## config.mk

```make
export PLATFORM = sky130hd
export DESIGN_NAME = keypad_matrix_scanner
export DESIGN_NICKNAME = d
export VERILOG_FILES = /design/src/rtl/keypad_matrix_scanner.sv
export SDC_FILE = /design/constraint.sdc
export NUM_CORES = 1
export LEC_CHECK = 0
export BUFFER_PORTS_ARGS = -buffer_cell sky130_fd_sc_hd__buf_2
export CAP_MARGIN = 10
export CORE_ASPECT_RATIO = 0.75
export CORE_MARGIN = 3
export CORE_UTILIZATION = 55
export DETAILED_ROUTE_END_ITERATION = 8
export GPL_TIMING_DRIVEN = 0
export PLACE_DENSITY_LB_ADDON = 0.12
export RECOVER_POWER = 100
export SYNTH_ARGS = -nofsm -noshare
export SYNTH_HDL_FRONTEND = slang
export SYNTH_SLANG_ARGS = --single-unit
export TNS_END_PERCENT = 20
```

## constraint.sdc

```tcl
create_clock -name clk -period 1.6 [get_ports clk]
set_clock_uncertainty 0.05 [all_clocks]
set_input_delay 0.24 -clock clk [delete_from_list [all_inputs] [get_ports clk]]
set_output_delay 0.24 -clock clk [all_outputs]
set_load 0.1 [all_outputs]
```

## src/rtl/keypad_matrix_scanner.sv

```systemverilog
// keypad_matrix_scanner
//
// Scans a ROWS x COLS keypad by driving one column low at a time. It reads the
// row lines back through a 2-flop synchronizer. Once per frame it reports the
// lowest-index pressed key, which is the first hit in ascending column/row
// order. The report feeds the key debouncer.
//
// Ports:
//   clk          system clock
//   rst          asynchronous active-high reset
//   scan_en      enables scanning; sampled only in IDLE and REPORT
//   row_n        row sense lines, active-low, asynchronous to clk
//   col_n        column drive, active-low one-hot while scanning, all ones otherwise
//   key_pressed  a key was seen in the last completed frame
//   key_id       reported key index = col*ROWS + row (0 when key_pressed=0)
//   frame_done   one-cycle pulse, high in the cycle key_pressed/key_id take new values
//   multi_key    (KEYPAD_MULTI_REJECT_EN only) two or more keys were seen in the last frame
//
// Optional build macro KEYPAD_MULTI_REJECT_EN: when two or more keys are seen in
// one frame, the report is suppressed (key_pressed=0, key_id=0) and multi_key=1.
//
// state  | meaning
// IDLE   | columns released, waiting for scan_en
// DRIVE  | current column driven low, letting the rows settle
// SAMPLE | current column still driven; synchronized rows are folded into the frame
// REPORT | columns released; the frame result is on the outputs and frame_done is high

module keypad_matrix_scanner #(
  parameter int ROWS   = 4,
  parameter int COLS   = 4,
  parameter int SETTLE = 4
) (
  input  logic            clk,
  input  logic            rst,
  input  logic            scan_en,
  input  logic [ROWS-1:0] row_n,
  output logic [COLS-1:0] col_n,
  output logic            key_pressed,
  output logic [4:0]      key_id,
`ifdef KEYPAD_MULTI_REJECT_EN
  output logic            multi_key,
`endif
  output logic            frame_done
);

  localparam int CW = (COLS > 1) ? $clog2(COLS) : 1;
  localparam int SW = $clog2(SETTLE);
  localparam logic [4:0] ROWS5 = 5'(ROWS);

  localparam logic [1:0] IDLE   = 2'd0;
  localparam logic [1:0] DRIVE  = 2'd1;
  localparam logic [1:0] SAMPLE = 2'd2;
  localparam logic [1:0] REPORT = 2'd3;

  generate
    if (ROWS * COLS > 32 || SETTLE < 3) begin : g_param_check
      $error("keypad_matrix_scanner: requires ROWS*COLS <= 32 and SETTLE >= 3");
    end
  endgenerate

  logic [1:0]      state_q, state_d;
  logic [CW-1:0]   col_q, col_d;
  logic [SW-1:0]   settle_q, settle_d;
  logic [ROWS-1:0] row_s1_q, row_s2_q;
  logic            hit_q, hit_d;
  logic [4:0]      best_q, best_d;
  logic            key_pressed_q, key_pressed_d;
  logic [4:0]      key_id_q, key_id_d;
  logic [COLS-1:0] col_n_q, col_n_d;

  logic [ROWS-1:0] row_hit;
  logic            any_row;
  logic [4:0]      low_idx;

`ifdef KEYPAD_MULTI_REJECT_EN
  logic [1:0]      hcnt_q, hcnt_d;
  logic            multi_q, multi_d;
  logic [5:0]      nrow;
  logic [6:0]      hcnt_sum;
  logic [1:0]      hcnt_nx;
`endif

  // Hits in the column currently being sampled. The loop runs from the top row
  // down, so the lowest pressed row is the one that remains in low_idx.
  always_comb begin
    row_hit = ~row_s2_q;
    any_row = |row_hit;
    low_idx = '0;
    for (int r = ROWS - 1; r >= 0; r--) begin
      if (row_hit[r]) low_idx = 5'(col_q) * ROWS5 + 5'(r);
    end
`ifdef KEYPAD_MULTI_REJECT_EN
    nrow = '0;
    for (int r = 0; r < ROWS; r++) begin
      nrow = nrow + 6'(row_hit[r]);
    end
    // The hit count saturates at 2. Only "none / one / several" matters.
    hcnt_sum = 7'(hcnt_q) + 7'(nrow);
    hcnt_nx  = (hcnt_sum >= 7'd2) ? 2'd2 : hcnt_sum[1:0];
`endif
  end

  always_comb begin
    state_d       = state_q;
    col_d         = col_q;
    settle_d      = settle_q;
    hit_d         = hit_q;
    best_d        = best_q;
    key_pressed_d = key_pressed_q;
    key_id_d      = key_id_q;
`ifdef KEYPAD_MULTI_REJECT_EN
    hcnt_d        = hcnt_q;
    multi_d       = multi_q;
`endif

    case (state_q)
      IDLE: begin
        if (scan_en) begin
          state_d  = DRIVE;
          col_d    = '0;
          settle_d = '0;
        end
      end
      DRIVE: begin
        if (settle_q == SW'(SETTLE - 1)) state_d = SAMPLE;
        else                             settle_d = settle_q + SW'(1);
      end
      SAMPLE: begin
        hit_d = hit_q | any_row;
        // The first column with a hit fixes the index for the rest of the frame.
        if (!hit_q && any_row) best_d = low_idx;
`ifdef KEYPAD_MULTI_REJECT_EN
        hcnt_d = hcnt_nx;
`endif
        if (col_q == CW'(COLS - 1)) begin
          state_d = REPORT;
          // The outputs load on the edge into REPORT. That makes them change
          // in the same cycle that frame_done is high.
          key_pressed_d = hit_d;
          key_id_d      = hit_d ? best_d : 5'd0;
`ifdef KEYPAD_MULTI_REJECT_EN
          multi_d = (hcnt_nx == 2'd2);
          if (hcnt_nx == 2'd2) begin
            key_pressed_d = 1'b0;
            key_id_d      = 5'd0;
          end
`endif
        end else begin
          state_d  = DRIVE;
          col_d    = col_q + CW'(1);
          settle_d = '0;
        end
      end
      default: begin
        hit_d    = 1'b0;
        best_d   = '0;
        col_d    = '0;
        settle_d = '0;
`ifdef KEYPAD_MULTI_REJECT_EN
        hcnt_d   = '0;
`endif
        state_d  = scan_en ? DRIVE : IDLE;
      end
    endcase

    // The column drive is registered from the next state, so col_n has no
    // decode glitches on the keypad pins.
    if (state_d == DRIVE || state_d == SAMPLE) col_n_d = ~(COLS'(1) << col_d);
    else                                       col_n_d = '1;
  end

  always_ff @(posedge clk or posedge rst) begin
    if (rst) begin
      state_q       <= IDLE;
      col_q         <= '0;
      settle_q      <= '0;
      row_s1_q      <= '1;
      row_s2_q      <= '1;
      hit_q         <= 1'b0;
      best_q        <= '0;
      key_pressed_q <= 1'b0;
      key_id_q      <= '0;
      col_n_q       <= '1;
`ifdef KEYPAD_MULTI_REJECT_EN
      hcnt_q        <= '0;
      multi_q       <= 1'b0;
`endif
    end else begin
      state_q       <= state_d;
      col_q         <= col_d;
      settle_q      <= settle_d;
      row_s1_q      <= row_n;
      row_s2_q      <= row_s1_q;
      hit_q         <= hit_d;
      best_q        <= best_d;
      key_pressed_q <= key_pressed_d;
      key_id_q      <= key_id_d;
      col_n_q       <= col_n_d;
`ifdef KEYPAD_MULTI_REJECT_EN
      hcnt_q        <= hcnt_d;
      multi_q       <= multi_d;
`endif
    end
  end

  assign col_n       = col_n_q;
  assign key_pressed = key_pressed_q;
  assign key_id      = key_id_q;
  assign frame_done  = (state_q == REPORT);
`ifdef KEYPAD_MULTI_REJECT_EN
  assign multi_key   = multi_q;
`endif

endmodule
```

==> reports/summary.txt, run 1 <==
Flops & latches, synth - 30
Clock Tree Root - clkbuf_4
CP cell instances - buf_2
LEAKAGE - 0.709 nW
Mapped Nets - 119
Critical Path Fanout Max - 1
Routability cong. - 0.816
CP required - 1.31 ns
Commonest non-fill, non-tap cells in the layout - dfrtp_1, nand2_1, dfstp_2
Commonest non-fill, non-tap cell in the layout - dfrtp_1
Filler Cells Inserted - 159
Internal - 1.57 mW
Top-area cell type share of the netlist area - 35.5%
Final Cycle Share - 97.2%
Post-route DRC - 0
Net switching fraction of the power - 43.6%
Sequential Power Share - 37.2%
NetSw - 1.21 mW
Pre-CTS worst setup slack - 0.163 ns
First-pass GRT wire length - 3590 um
Die height - 47.6 um
Total gr overflow - 0
Area contributors post-synth - dfrtp_1, dfstp_2, a21oi_1
Multiplexer area fraction after synthesis - 0.789%
Max Clk Rate - 643 MHz
Slew headroom - 28.8%
Clock Latency Late Sink - 0.33 ns
Worst Max-Slew Pin Slew - 1.07 ns
Synth Area in Simple Gates - 13.7%
Largest net degree at the start of global routing - 31
Xor-xnor portion of the synthesized cell area - 0%
Critical path data arrival time - 1.26 ns
Clk pwr share - 16.5%
Ant diodes - 0
I/O Buffers - 17
Setup crit start - col_n[2]$_DFF_PP1_
P per Cell Area - 1850 nW/um2
DIE AREA - 2930 um2
Register area - 766 um2
Compound-Gate Fraction of Synth Area - 17.9%
Final ANT Viol Nets - 0
Mean Syn Cell Area - 11.4 um2
Stages on the worst setup path - 1
Iteration-0 DRC Markers - 32
# rows - 14
Area grow syn2layout - 18.4%
Status - completed
Post-synth EDFFs - 0
Async S/R FF share, synth - 100%
Crit path kind - register to output pin
Post-DP HPWL - 1520 um
Nets - 148
Ratio of cells with drive above 1 in the final layout - 33.3%
Primary FF master, synth - dfrtp_1
MaxCap Viol Count - 0
Final worst slack - 0.0453 ns
Pre-antenna DRT Iters - 4
Critical-path top delay cell - dfstp_2
Core area - 2100 um2
Sum of buffers and inverters on the critical path - 1
Combinational Power Share - 46.2%
Vias - 910
H-tree lvl count - 2
Slew Viols, Final - 0
Horiz. Die Dim - 61.5 um
CP peak stage delay - 0.52 ns
Initial antenna violation count - 0
Cells after Synth - 111
Setup violators final - 0
Largest family of logic cells by synthesized area - compound AO/OA/AOI/OAI gates
DR WL/cell - 13.9 um
FF-to-FF Start - row_s2_q[0]$_DFF_PP1_
Reg2reg setup slack - 0.12 ns
Clk pin slew, worst setup/hold paths - 0.09 ns
Synth warn - 0
Cells on worst reg2reg path - 3
Synth unique cells - 32
CTS buffer count - 5
Largest area contributor in the netlist - dfrtp_1
Worst R2R End - best_q[4]$_DFFE_PP0N_
Vias in the first global route - 803
Area taken by multi-input logic gates - 420 um2
Post-layout util - 71.5%
GRT Total Usage - 18.1%
Adder-cell share of the synthesized area - 0.986%
CP endpoint - col_n[2]
Startpoint types - register
CP top delay family - flip-flops
Via density - 5.52
Final min period - 1.55 ns
WL final - 2290 um
Initial core utilization - 60.4%
Post-synthesis sequential area ratio - 60.4%
Io pins - 18
Max clock buf depth - 2
Total power - 2.78 mW
Netlist Area Pre-Place - 1270 um2
Maximum VDD drop - 0.00147 V
Endpoint class of the critical path - output pin
Final Hold Viols - 0
Hold Crit Class - input port to async pin
Clock sink total - 30
CTS tree - yes
[cells by family after synthesis]
family                     Yosys count
AOI/OAI and AO/OA                   31
adders and majority gates            1
muxes                                1
DFF                                 30
buffers and inverters               15
and+or+nand+nor                     33
[metal layers]
layer  up-vias  track usage, %  part of all wire (%)
li1        447               -                     -
met1       427            22.5                    47
met2        30            27.8                    45
met3         6            6.47                   6.2
met4         0            10.2                   1.8
met5         -               0                     0
[synth_stat cells (2+ instances only)]
master and instances:
dfrtp_1 18, dfstp_2 12, nand2_1 11, a21oi_1 9, inv_1 8, nor2_1 7
o21ai_0 7, nand2b_1 5, nor3_1 4, a32o_1 3, buf_2 3, buf_4 3
o211ai_1 2
[stage by stage]
stage / std cells / hold slack [ns] / TNS (ns) / cell area [um2]
2_1_floorplan: 111 / 0.194 / 0 / 1280
3_3_place_gp: 152 / 0.295 / 0 / 1390
3_5_place_dp: 152 / 0.296 / 0 / 1390
4_1_cts: 164 / 0.157 / 0 / 1510
5_1_grt: 165 / 0.168 / -0.0102 / 1500
6_report: 165 / 0.114 / 0 / 1500
[registers in the layout, summed over array words and instances (netlist names)]
name         flops
row_s2_q         4
row_s1_q         4
best_q           5
key_id           5
state_q          2
col_q            2
settle_q         2
key_pressed      1
col_n            4
hit_q            1
[cell type report]
type                            instances  share of cell area [%]
Buffer                                  7                    3.08
Tap cell                               24                    2.00
Clock inverter                          1                   0.333
Multi-Input combinational cell         66                    28.0
Inverter                                8                    2.00
Timing Repair Buffer                   22                    9.99
Sequential cell                        30                    51.0
Clock buffer                            7                    3.66
[repair_timing]
| action | 4_1_cts | 5_1_grt |
|---|---|---|
| setup buffers | 0 | 1 |
| resized for setup | 4 | 4 |
| pin swaps | 0 | 1 |
| hold buffers | 4 | 0 |
| endpoints found under the setup margin | 1 | 2 |
| endpoints found under the hold margin | 4 | 0 |
[power groups by stage]
stage	clock network, mW	registers, mW	logic, mW
CTS	0.469	1.04	1.28
detailed placement	0	1.05	1.24
finish	0.460	1.04	1.29
floorplan	0	1.37	0.713
global route	0.508	1.05	1.41
global placement	0	1.04	1.21
[worst min path at each step]
stage	start	to	slack (ns)	cells past startpoint
finish	rst	best_q[1]$_DFFE_PP0N_	0.11	2
global route	rst	best_q[1]$_DFFE_PP0N_	0.17	2
CTS	rst	best_q[1]$_DFFE_PP0N_	0.16	2
detailed placement	row_n[2]	row_s1_q[2]$_DFF_PP1_	0.30	1
global placement	row_n[1]	row_s1_q[1]$_DFF_PP1_	0.30	1
floorplan	row_n[0]	row_s1_q[0]$_DFF_PP1_	0.19	0
Power figures use the tool's default switching activity.
==> run 2, diff against run 1 <==
--- a/config.mk
+++ b/config.mk
@@ -5,14 +5,15 @@
 export SDC_FILE = /design/constraint.sdc
 export NUM_CORES = 1
 export LEC_CHECK = 0
+export ABC_AREA = 1
 export BUFFER_PORTS_ARGS = -buffer_cell sky130_fd_sc_hd__buf_2
 export CAP_MARGIN = 10
 export CORE_ASPECT_RATIO = 0.75
 export CORE_MARGIN = 3
-export CORE_UTILIZATION = 55
+export CORE_UTILIZATION = 54
 export DETAILED_ROUTE_END_ITERATION = 8
 export GPL_TIMING_DRIVEN = 0
-export PLACE_DENSITY_LB_ADDON = 0.12
+export PLACE_DENSITY_LB_ADDON = 0.05
 export RECOVER_POWER = 100
 export SYNTH_ARGS = -nofsm -noshare
 export SYNTH_HDL_FRONTEND = slang
==> run 2 against run 1 <==
Compared with the run above:
- routed wire length grew 5.9%
- non-clock buffer count shrank 6
- sequential share of layout area grew 1.8 points
- critical path depth grew 3
- cell count grew 13%
- sequential power shrank 4%
- register-to-register slack gained 0.04 ns
- final area shrank 3.3%
- global-route usage grew 2.2 points
- clock power shrank 9.1%
- combinational power shrank 38%
- critical endpoint is now frame_done
==> reports/summary.txt, run 2 <==
Setup crit start - state_q[1]$_DFF_PP0_
CTS tree - yes
Slew Viols, Final - 0
MaxCap Viol Count - 0
Final ANT Viol Nets - 0
Cell area after layout - 1450 um2
CTS buffer count - 5
Post-route DRC - 0
Initial core utilization - 59.8%
Nets - 169
Final Cycle Share - 93.8%
Adder-cell share of the synthesized area - 0.996%
DR WL/cell - 13.0 um
Commonest non-fill, non-tap cells in the layout - nand2_1, dfrtp_1, nand3_1
Critical-path top delay cell - dfrtp_1
H-tree lvl count - 2
# rows - 14
Mapped Nets - 141
Worst R2R End - settle_q[1]$_DFFE_PP0P_
First-pass GRT wire length - 4030 um
I/O Buffers - 17
Final Hold Viols - 0
Synth Area in Simple Gates - 29.0%
Stages on the worst setup path - 4
Pre-antenna DRT Iters - 4
# Post-CTS Setup Buffers - 0
Area after DPL - 1370 um2
Compound-Gate Fraction of Synth Area - 3.39%
Clock Latency Late Sink - 0.34 ns
Netlist Area Pre-Place - 1260 um2
Cells after Synth - 133
Area contributors post-synth - dfrtp_1, dfstp_2, nand2_1
Post-Layout Cell Count - 186
Post-DP HPWL - 1670 um
Horiz. Die Dim - 61.7 um
Max Clk Rate - 666 MHz
Filler Cells Inserted - 180
Synth warn - 0
Maximum VDD drop - 0.00113 V
Critical Path Fanout Max - 9
Max clock buf depth - 2
Routability cong. - 0.774
Xor-xnor portion of the synthesized cell area - 0%
Multiplexer area fraction after synthesis - 0%
Core area - 2100 um2
Primary FF master, synth - dfrtp_1
Iteration-0 DRC Markers - 35
Post-layout util - 69.1%
FF-to-FF Start - state_q[0]$_DFF_PP0_
Commonest non-fill, non-tap cell in the layout - nand2_1
Via density - 5.20
Most common cell in the netlist - nand2_1
Clock sink total - 30
Ratio of cells with drive above 1 in the final layout - 27.2%
Reg2reg setup slack - 0.16 ns
Setup violators final - 0
CP required - 1.31 ns
P per Cell Area - 1520 nW/um2
Startpoint types - register
Hold Crit Class - input port to async pin
Initial antenna violation count - 0
Flops & latches, synth - 30
Top-area cell type share of the netlist area - 35.9%
Endpoint class of the critical path - output pin
Die height - 47.8 um
CP cell instances - buf_4, nand2_1, inv_1, buf_6
Cells on worst reg2reg path - 6
GRT Total Usage - 20.3%
Final min period - 1.50 ns
Most instantiated cells after synthesis - nand2_1, dfrtp_1, nand3_1
CP peak stage delay - 0.33 ns
Vias in the first global route - 933
Status - completed
Total power - 2.21 mW
Sum of buffers and inverters on the critical path - 3
Total Neg Setup Slack - 0 ns
Unrepaired setup endpoints after global routing - false
Slew headroom - 28.4%
Synth unique cells - 21
Worst Max-Slew Pin Slew - 1.07 ns
Post-synth EDFFs - 0
DIE AREA - 2950 um2
Clock Tree Root - clkbuf_4
Total gr overflow - 0
Clk pin slew, worst setup/hold paths - 0.09 ns
Vias - 967
Largest family of logic cells by synthesized area - simple AND/OR/NAND/NOR gates
Io pins - 18
Ant diodes - 0
Area grow syn2layout - 15.6%
Post-synthesis sequential area ratio - 61.0%
Critical path data arrival time - 1.21 ns
Largest net degree at the start of global routing - 31
LEAKAGE - 0.782 nW
CP top delay family - buffers and inverters
Mean Syn Cell Area - 9.45 um2
WL final - 2420 um
Async S/R FF share, synth - 100%
Largest area contributor in the netlist - dfrtp_1
CP endpoint - frame_done
# placed instances - 174
Crit path kind - register to output pin
-- run 2: cell types whose count changed in the layout (fill, tap and decap cells not counted), moves of 4 or more --
cell	change
nand2_1	+42
nand3_1	+15
a21oi_1	-8
nand2b_1	-5
o21ai_0	-5
inv_1	+4
nor3_1	-4
-- run 2: cell type report --
| type | instances | area [um2] | area share (%) |
|---|---|---|---|
| sequential | 30 | 766 | 52.7 |
| multi-input combinational | 87 | 397 | 27.3 |
| timing repair buffer | 21 | 141 | 9.73 |
| inverter | 14 | 55.1 | 3.79 |
| clock buffer | 6 | 41.3 | 2.84 |
| tap | 24 | 30.0 | 2.07 |
| buffer | 2 | 12.5 | 0.861 |
| clock inverter | 2 | 10.0 | 0.689 |
-- run 2: repair_timing --
action                                  4_1_cts  5_1_grt
pin swaps                                     0        0
endpoints found under the setup margin        1        5
hold buffers                                  4        0
resized for setup                             1        5
hold endpoints to repair                      4        0
-- run 2: power breakdown --
part	total, mW	internal [mW]	leakage [nW]	switching [mW]
logic	0.796	0.212	0.382	0.584
registers	0.995	0.908	0.368	0.0874
clock network	0.418	0.167	0.0320	0.251
-- run 2: layer usage --
| layer | share of wire [%] | global-route usage, % | vias to the layer above |
|---|---|---|---|
| li1 | - | - | 478 |
| met2 | 44 | 31.1 | 24 |
| met5 | 0 | 0 | - |
| met4 | 2.1 | 7.63 | 0 |
| met1 | 48 | 24.6 | 459 |
| met3 | 5.8 | 10.8 | 6 |
-- run 2: worst register-to-register path: cells and delay by family, from the launching register on --
kind / cells / cell delay (ns)
AO/OA/AOI/OAI: 1 / 0.08
buffers and inverters: 1 / 0.12
AND/OR/NAND/NOR: 4 / 0.67
flip-flops: 1 / 0.43
-- run 2: worst min-delay path by stage --
stage          startpoint               endpoint  cells after the start
2_1_floorplan    row_n[0]  row_s1_q[0]$_DFF_PP1_                      0
4_1_cts               rst  key_id[3]$_DFFE_PP0P_                      2
3_3_place_gp     row_n[1]  row_s1_q[1]$_DFF_PP1_                      1
6_report              rst  key_id[3]$_DFFE_PP0P_                      2
3_5_place_dp     row_n[0]  row_s1_q[0]$_DFF_PP1_                      1
5_1_grt               rst  key_id[0]$_DFFE_PP0P_                      2
-- run 2: logic make-up (layout without fill, tap and decap cells) --
kind of cell / after synthesis / in the layout
AND/OR/NAND/NOR: 78 / 78
flip-flops: 30 / 30
buffers and inverters: 16 / 45
AO/OA/AOI/OAI: 8 / 8
adder cells (fa/ha/maj): 1 / 1
-- run 2: stage by stage --
| step | worst slack [ns] | hold WS (ns) |
|---|---|---|
| 6_report | 0.0988 | 0.108 |
| 5_1_grt | 0.0174 | 0.178 |
| 4_1_cts | 0.00922 | 0.136 |
| 3_5_place_dp | 0.263 | 0.297 |
| 3_3_place_gp | 0.291 | 0.295 |
| 2_1_floorplan | 0.179 | 0.194 |
